### src/rtl/barrel_pkg.sv
// rtl/barrel_pkg.sv - shared constants, mode encodings and shift helper for the barrel units
//
// Purpose : default geometry of the rotator datapath, the rotate/shift mode
//           encoding and a reference rotate/shift-left-by-2^k function.
// Ports   : none (package).
package barrel_pkg;

  localparam int BRL_WIDTH = 8;
  localparam int BRL_SHW   = 3;

  localparam logic BRL_MODE_ROL = 1'b0;
  localparam logic BRL_MODE_SHL = 1'b1;

  // Rotate (mode=ROL) or zero-fill shift (mode=SHL) left by 2^k, k < BRL_SHW.
  function automatic logic [BRL_WIDTH-1:0] brl_shl_pow2(
    input logic [BRL_WIDTH-1:0] d,
    input int unsigned          k,
    input logic                 mode
  );
    int unsigned amt;
    amt = 32'd1 << k;
    if (mode == BRL_MODE_SHL)
      return d << amt;
    else
      return (d << amt) | (d >> (BRL_WIDTH - amt));
  endfunction

endpackage

### src/rtl/barrel_rol_pipe_if.sv
// rtl/barrel_rol_pipe_if.sv - producer/consumer handshake bundle of the left rotator
//
// Purpose : groups the input word handshake, output word handshake and the
//           busy flag of barrel_rol_pipe.
// Signals : in_valid/in_ready/data_in/sel/mode  - producer side
//           out_valid/out_ready/data_out        - consumer side
//           busy                                - any stage occupied
// Modports: slave  - the rotator itself
//           master - the environment driving it
interface barrel_rol_pipe_if
  import barrel_pkg::*;
#(
  parameter int WIDTH = BRL_WIDTH,
  parameter int SHW   = BRL_SHW
);

  logic             in_valid;
  logic             in_ready;
  logic [WIDTH-1:0] data_in;
  logic [SHW-1:0]   sel;
  logic             mode;
  logic             out_valid;
  logic             out_ready;
  logic [WIDTH-1:0] data_out;
  logic             busy;

  modport slave (
    input  in_valid, data_in, sel, mode, out_ready,
    output in_ready, out_valid, data_out, busy
  );

  modport master (
    output in_valid, data_in, sel, mode, out_ready,
    input  in_ready, out_valid, data_out, busy
  );

endinterface

### src/rtl/barrel_rol_stage.sv
// rtl/barrel_rol_stage.sv - one registered stage of the logarithmic left rotator
//
// Purpose : applies sel bit STAGE (rotate or shift left by 2^STAGE) and
//           registers the word together with its sel/mode so later stages
//           see the values captured with the word.
// Ports   : clk, reset            - clock, async active-high reset
//           valid_in/data_in/sel_in/mode_in - word from upstream
//           ready_in              - downstream stage (or consumer) will load
//           valid_out/data_out/sel_out/mode_out - registered stage contents
//           ready_out             - this stage loads on the next edge
module barrel_rol_stage
  import barrel_pkg::*;
#(
  parameter int WIDTH = BRL_WIDTH,
  parameter int SHW   = BRL_SHW,
  parameter int STAGE = 0
) (
  input  logic             clk,
  input  logic             reset,
  input  logic             valid_in,
  input  logic [WIDTH-1:0] data_in,
  input  logic [SHW-1:0]   sel_in,
  input  logic             mode_in,
  input  logic             ready_in,
  output logic             valid_out,
  output logic [WIDTH-1:0] data_out,
  output logic [SHW-1:0]   sel_out,
  output logic             mode_out,
  output logic             ready_out
);

  localparam int AMT = 1 << STAGE;

  logic [WIDTH-1:0] rol_d;
  logic [WIDTH-1:0] shl_d;
  logic [WIDTH-1:0] next_d;

  assign rol_d = (data_in << AMT) | (data_in >> (WIDTH - AMT));
  assign shl_d = data_in << AMT;

  always_comb begin
    next_d = data_in;
    if (sel_in[STAGE])
      next_d = (mode_in == BRL_MODE_SHL) ? shl_d : rol_d;
  end

  // An empty slot always loads, so bubbles collapse as words move forward.
  assign ready_out = !valid_out || ready_in;

  always_ff @(posedge clk or posedge reset) begin
    if (reset) begin
      valid_out <= 1'b0;
      data_out  <= '0;
      sel_out   <= '0;
      mode_out  <= 1'b0;
    end else if (ready_out) begin
      valid_out <= valid_in;
      // Payload only moves with a real word; a bubble leaves it untouched.
      if (valid_in) begin
        data_out <= next_d;
        sel_out  <= sel_in;
        mode_out <= mode_in;
      end
    end
  end

endmodule

### src/rtl/barrel_rol_pipe.sv
// rtl/barrel_rol_pipe.sv - pipelined logarithmic rotate/shift-left unit with valid/ready
//
// Purpose : SHW chained barrel_rol_stage instances; stage k applies sel bit k.
//           One word per clock when not stalled, latency SHW edges.
// Ports   : clk   - rising-edge clock
//           reset - asynchronous active-high reset
//           bus   - barrel_rol_pipe_if.slave (input/output handshakes, busy)
module barrel_rol_pipe
  import barrel_pkg::*;
#(
  parameter int WIDTH = BRL_WIDTH,
  parameter int SHW   = BRL_SHW
) (
  input  logic              clk,
  input  logic              reset,
  barrel_rol_pipe_if.slave  bus
);

  generate
    if (WIDTH < 2 || WIDTH != (1 << SHW)) begin : g_bad_param
      $error("barrel_rol_pipe: WIDTH must be a power of two >= 2 and equal 2**SHW");
    end
  endgenerate

  // Index 0 is the pipe input; index k+1 is stage k's registered output.
  logic [SHW:0]     v;
  logic [SHW:0]     r;
  logic [SHW:0]     m;
  logic [WIDTH-1:0] d [SHW+1];
  logic [SHW-1:0]   s [SHW+1];

  assign v[0]   = bus.in_valid;
  assign d[0]   = bus.data_in;
  assign s[0]   = bus.sel;
  assign m[0]   = bus.mode;
  assign r[SHW] = bus.out_ready;

  generate
    for (genvar k = 0; k < SHW; k++) begin : g_stage
      barrel_rol_stage #(
        .WIDTH (WIDTH),
        .SHW   (SHW),
        .STAGE (k)
      ) u_stage (
        .clk       (clk),
        .reset     (reset),
        .valid_in  (v[k]),
        .data_in   (d[k]),
        .sel_in    (s[k]),
        .mode_in   (m[k]),
        .ready_in  (r[k+1]),
        .valid_out (v[k+1]),
        .data_out  (d[k+1]),
        .sel_out   (s[k+1]),
        .mode_out  (m[k+1]),
        .ready_out (r[k])
      );
    end
  endgenerate

  assign bus.in_ready  = r[0];
  assign bus.out_valid = v[SHW];
  assign bus.data_out  = d[SHW];
  assign bus.busy      = |v[SHW:1];

  // The last stage's carried sel/mode have no consumer.
  logic unused_tail;
  assign unused_tail = ^{s[SHW], m[SHW]};

endmodule
### src/flat_wrapper.sv
// flat-port wrapper written by rule: the top's interface ports become plain ports
module barrel_rol_pipe_flat import barrel_pkg::*;
#(
  parameter int WIDTH = BRL_WIDTH,
  parameter int SHW   = BRL_SHW
)
  (clk, reset, bus_in_valid, bus_data_in, bus_sel, bus_mode, bus_out_ready, bus_in_ready, bus_out_valid, bus_data_out, bus_busy);
  barrel_rol_pipe_if #(.WIDTH(WIDTH), .SHW(SHW)) bus_i ();
  input  logic clk;
  input  logic reset;
  input wire logic [$bits(bus_i.in_valid)-1:0] bus_in_valid;
  input wire logic [$bits(bus_i.data_in)-1:0] bus_data_in;
  input wire logic [$bits(bus_i.sel)-1:0] bus_sel;
  input wire logic [$bits(bus_i.mode)-1:0] bus_mode;
  input wire logic [$bits(bus_i.out_ready)-1:0] bus_out_ready;
  output wire logic [$bits(bus_i.in_ready)-1:0] bus_in_ready;
  output wire logic [$bits(bus_i.out_valid)-1:0] bus_out_valid;
  output wire logic [$bits(bus_i.data_out)-1:0] bus_data_out;
  output wire logic [$bits(bus_i.busy)-1:0] bus_busy;
  assign bus_i.in_valid = bus_in_valid;
  assign bus_i.data_in = bus_data_in;
  assign bus_i.sel = bus_sel;
  assign bus_i.mode = bus_mode;
  assign bus_i.out_ready = bus_out_ready;
  assign bus_in_ready = bus_i.in_ready;
  assign bus_out_valid = bus_i.out_valid;
  assign bus_data_out = bus_i.data_out;
  assign bus_busy = bus_i.busy;
  barrel_rol_pipe #(.WIDTH(WIDTH), .SHW(SHW)) u_core (.clk(clk), .reset(reset), .bus(bus_i));
endmodule
### config.mk
export PLATFORM = sky130hd
export DESIGN_NAME = barrel_rol_pipe_flat
export DESIGN_NICKNAME = d
export VERILOG_FILES = /design/src/rtl/barrel_pkg.sv /design/src/rtl/barrel_rol_pipe_if.sv /design/src/rtl/barrel_rol_stage.sv /design/src/rtl/barrel_rol_pipe.sv /design/src/flat_wrapper.sv
export SDC_FILE = /design/constraint.sdc
export NUM_CORES = 1
export LEC_CHECK = 0
export ABC_CLOCK_PERIOD_IN_PS = 3450
export BUFFER_PORTS_ARGS = -buffer_cell sky130_fd_sc_hd__buf_2
export CORE_MARGIN = 5
export CORE_UTILIZATION = 57
export CTS_BUF_LIST = sky130_fd_sc_hd__clkbuf_2
export CTS_CLUSTER_SIZE = 24
export DETAILED_ROUTE_END_ITERATION = 6
export GPL_TIMING_DRIVEN = 0
export HOLD_SLACK_MARGIN = 0.08
export PLACE_DENSITY = 0.81
export RECOVER_POWER = 25
export SYNTH_ARGS = -nofsm -noshare
export SYNTH_HDL_FRONTEND = slang
export SYNTH_SLANG_ARGS = --single-unit
### constraint.sdc
create_clock -name clk -period 3.45 [get_ports clk]
set_clock_uncertainty 0.1 [all_clocks]
set_input_delay 0.69 -clock clk [delete_from_list [all_inputs] [get_ports clk]]
set_output_delay 0.69 -clock clk [all_outputs]
set_load 0.02 [all_outputs]
* Yosys cells after proc, flatten, opt, wreduce, memory -nomap -nowiden
Index checks and enable logic that the tools add are counted.
** Storage, ports and cells
- Register bits after elaboration :: 35
- Output and inout port bits :: 11
- Word-level logic and storage cells :: 29
** Operators by class
- Multiplexer cells :: 6
- Bitwise operators :: 3
- Reductions and logical operators :: 10
** Operator list (count)
- $mux 8 :: 6
- $or 8x1->8 :: 1
- $or 8x2->8 :: 1
- $or 8x4->8 :: 1
- $reduce_and 2->1 :: 3
- $logic_not 1->1 :: 3
- $logic_or 1x1->1 :: 3
- $reduce_or 3->1 :: 1

* Depth between registers and ports, before layout
- Word-level depth :: 5
- Depth in mapped cells :: 4

* Hierarchy
Synthesis repeated with hierarchy kept, for this count alone.
** Unflattened totals
- Cells, all modules :: 157
- Area, all modules :: 1865.5 µm²
** Modules (own cells, without submodules)
- barrel_rol_stage (u_core.g_stage[2].u_stage) :: times used 1, cells each 55, area each 628.1 µm², sequential area each 325.3 µm²
- barrel_rol_stage (u_core.g_stage[1].u_stage) :: times used 1, cells each 51, area each 618.1 µm², sequential area each 325.3 µm²
- barrel_rol_stage (u_core.g_stage[0].u_stage) :: times used 1, cells each 50, area each 613.1 µm², sequential area each 325.3 µm²
- barrel_rol_pipe :: times used 1, cells each 1, area each 6.3 µm², sequential area each 0.0 µm²

* Worst setup path before layout
OpenSTA, ideal clock, no wires.
- Kind :: input to output
- Start :: input bus_out_ready
- End :: output bus_in_ready
- Arrival :: 1.152 ns
- Path slack :: 1.508 ns
- Stages on the path :: 2
- Buffers on the path :: 1
- Cells stage by stage :: nand4b_2 > buf_2
** On the way
- Longest elaborated chain between the ends :: 3
** RTL lines
- from (decl) :: RTL line flat_wrapper.sv:15 : input wire logic [$bits(bus_i.out_ready)-1:0] bus_out_ready;
- $logic_or 1x1->1 (3 in series) :: RTL line barrel_rol_stage.sv:48 : assign ready_out = !valid_out || ready_in;
- to (decl) :: RTL line flat_wrapper.sv:16 : output wire logic [$bits(bus_i.in_ready)-1:0] bus_in_ready;
Every way passes these cells.

* Worst setup path after layout
- Start :: register u_core.g_stage[0].u_stage.valid_out
- End :: output bus_in_ready
** On the way
- Longest elaborated chain between the ends :: 2
** RTL lines
- from (decl) :: RTL line barrel_rol_stage.sv:25 : output logic valid_out,
- from (signal assigned) :: RTL line barrel_rol_stage.sv:57 : valid_out <= valid_in;
- $logic_not 1->1 :: RTL line barrel_rol_stage.sv:48
- $logic_or 1x1->1 :: RTL line barrel_rol_stage.sv:48
Every way passes these cells.

==> flow_metrics.py <==
metrics = {
    "run_status": {
        "status": "completed",
    },
    "detailed_routing": {
        "ant_nets": 0,
        "drc_errors": 0,
        "wl_per_cell_um": 14.4,
        "routed_wl_um": 2910,
        "first_pass_iters": 4,
        "avgViaCountPerCell": 5.57,
        "drtIter0Drc": 43,
        "vias": 1125,
    },
    "logic_synthesis": {
        "syn_area_sq_um": 1570,
        "yosys_most_used_dff": "dfrtp_1",
        "syn_nets": 152,
        "syn_inst": 136,
        "yosys_warnings": 0,
        "synth.most_common_cell": "dfrtp_1",
        "synthTopCellsByCount": "dfrtp_1 (32), a21oi_1 (26), mux2_2 (19)",
        "ys_ff_latch": 32,
        "async_reset_ff_share_pct": 100,
        "synth_cell_types": 21,
        "avgSynthCellArea_sq_um": 11.5,
        "netlist.area_leader.share_pct": 51.0,
        "synth_edf_count": 0,
        "synth-seq-area-share_pct": 51.0,
        "synthTopCellsByArea": "dfrtp_1 (51%), mux2_2 (14%), mux2i_1 (8.9%)",
        "yosys.area.top_type": "dfrtp_1",
    },
    "final_layout": {
        "antenna_cells": 0,
        "nNetsFinal": 186,
        "area_delta_synth_final_pct": 13.7,
        "drive_gt1_share_pct": 39.8,
    },
    "floorplan": {
        "dieHeight_um": 62.5,
        "die_w_um": 62.5,
        "initial_core_util_pct": 58.4,
        "rows": 19,
        "core_area_sq_um": 2690,
        "fp.dieArea_sq_um": 3900,
        "design.portCount": 27,
    },
    "clock_tree": {
        "cts_max_level": 2,
        "clock_latency_ps": 390,
        "cts_tree": "yes",
        "clk_pin_slew_ps": 180,
        "numCtsBuffers": 5,
        "cts_max_path_buffers": 2,
        "cts_root_buf": "clkbuf_2",
        "clock-sinks": 32,
        "postCtsSetupBuffers": 0,
    },
    "placement": {
        "place_ws_ps": 1170,
        "port_buffers": 25,
        "routabilityCongestion": 0.768,
        "hpwl_um": 2200,
    },
    "worst_setup_path": {
        "start_kind": "flip-flop",
        "crit_slowest_cell": "dfrtp_1",
        "r2r-start": "u_core.g_stage[0].u_stage.valid_out",
        "path_buf_inv": 2,
        "crit_fanout": 10,
        "cp_common_cell": "buf_2",
        "worstSetupPathType": "reg -> out",
        "r2r_slack_ps": 1840,
        "cp_cell_sequence": "nand4b_1, buf_2, buf_2",
        "endpoint_kind": "primary output",
        "max_stage_delay_ps": 460,
        "critPathTopFamily": "buffers and inverters",
        "cp_data_arrival_time_ps": 1580,
        "startpoint": "u_core.g_stage[0].u_stage.valid_out",
        "required_ps": 2660,
    },
    "global_routing": {
        "overflow": 0,
        "grt_use_total_pct": 16.0,
        "grt_first_pass_wirelength_um": 4950,
        "antenna_found_initial": 0,
        "grt_max_degree": 33,
        "grt_pass1_vias": 1102,
    },
    "sta": {
        "timing.slew.headroom_pct": 12.7,
        "hold_viol": 0,
        "fmax_mhz": 421,
        "fin_crit_sh_pct": 68.8,
        "worstMarginPinSlew_ps": 1310,
        "finalMaxSlewViolations": 0,
        "period_minus_slack_ps": 2370,
        "setup_viol": 0,
        "setup_slack_ps": 1080,
        "grt_setup_unrepaired": "false",
        "fin_setup_tns_ps": 0,
        "timing.hold.ws_ps": 426,
    },
    "hold_path": {
        "hold_class": "in -> reg",
        "holdCritStartpoint": "bus_sel[1]",
    },
    "pwr": {
        "leakage_nw": 0.817,
        "peakVddDrop_uv": 466,
        "powerDensity_nw_per_um2": 628,
    },
    "job": {
        "cap_violations": 0,
    },
}
flip-flops by register name, indices dropped and copies added (netlist names):
name,count
u_core.g_stage.u_stage.sel_out,3
u_core.g_stage.u_stage.data_out,24
u_core.g_stage.u_stage.valid_out,3
u_core.g_stage.u_stage.mode_out,2
per-layer routing:
layer	up-vias	routed length, um	track usage [%]
met1	534	1170	18.0
met2	36	1460	26.0
met3	5	221	7.19
met4	0	54	7.16
li1	550	-	-
met5	-	0	0
worst paths after layout:
kind | endpoint | depth (start not counted)
max in group asynchronous | u_core.g_stage[2].u_stage.data_out[5] | 4
max | bus_in_ready | 3
min | u_core.g_stage[0].u_stage.sel_out[1] | 2
min reg2reg | u_core.g_stage[2].u_stage.data_out[5] | 2
min in group asynchronous | u_core.g_stage[0].u_stage.data_out[5] | 3
max reg2reg | u_core.g_stage[0].u_stage.sel_out[2] | 3
what timing repair did:
item,CTS,global route
resized for setup,0,0
endpoints found under the hold margin,0,4
hold buffers,0,1
per-stage QoR:
step	util, %	instance area (sq um)	total power, mW	cells
final	66.4	1780	1.12	202
after global routing	66.4	1780	1.20	202
after CTS	66.1	1780	1.13	200
after detailed placement	64.5	1730	0.948	192
after global placement	64.5	1730	0.927	192
after floorplan	-	1570	0.844	136
cells in the final DEF (no fill, tap or decap), types with 3 or more instances in the layout:
cell,netlist,routed
mux2i_1,14,14
a21oi_1,26,26
clkbuf_2,1,6
dfrtp_1,32,32
nor2b_1,6,6
buf_2,5,30
mux2_2,19,19
a31oi_1,6,6
clkbuf_1,2,3
buf_4,8,8
area by class of cell:
type                            count  area (sq um)
Inverter                            4          15.0
Clock inverter                      3          18.8
Multi-Input combinational cell     84           649
Timing Repair Buffer               27           139
Fill cell                         215           902
Clock buffer                        5          25.0
Buffer                             16          97.6
Sequential cell                    32           801
Tap cell                           31          38.8
cell families after synthesis:
group                  after synthesis  share of synthesized area [%]
muxes                               33                           22.6
and+or+nand+nor                     15                           6.38
AOI/OAI and AO/OA                   36                           12.8
DFF                                 32                           51.0
buffers and inverters               20                           7.18
report_power, final:
part | switching (mW) | internal [mW] | total [mW] | leakage (nW)
Combinational | 0.193 | 0.203 | 0.396 | 0.422
Sequential | 0.0660 | 0.475 | 0.541 | 0.362
Clock | 0.136 | 0.0488 | 0.185 | 0.0327
worst reg2reg max path: cells and delay by family (launching register included):
kind | cells | cell delay [ps]
AND/OR/NAND/NOR | 2 | 610
flip-flops | 1 | 460
multiplexers | 1 | 370
No activity file was read; power rests on OpenSTA's default activity.
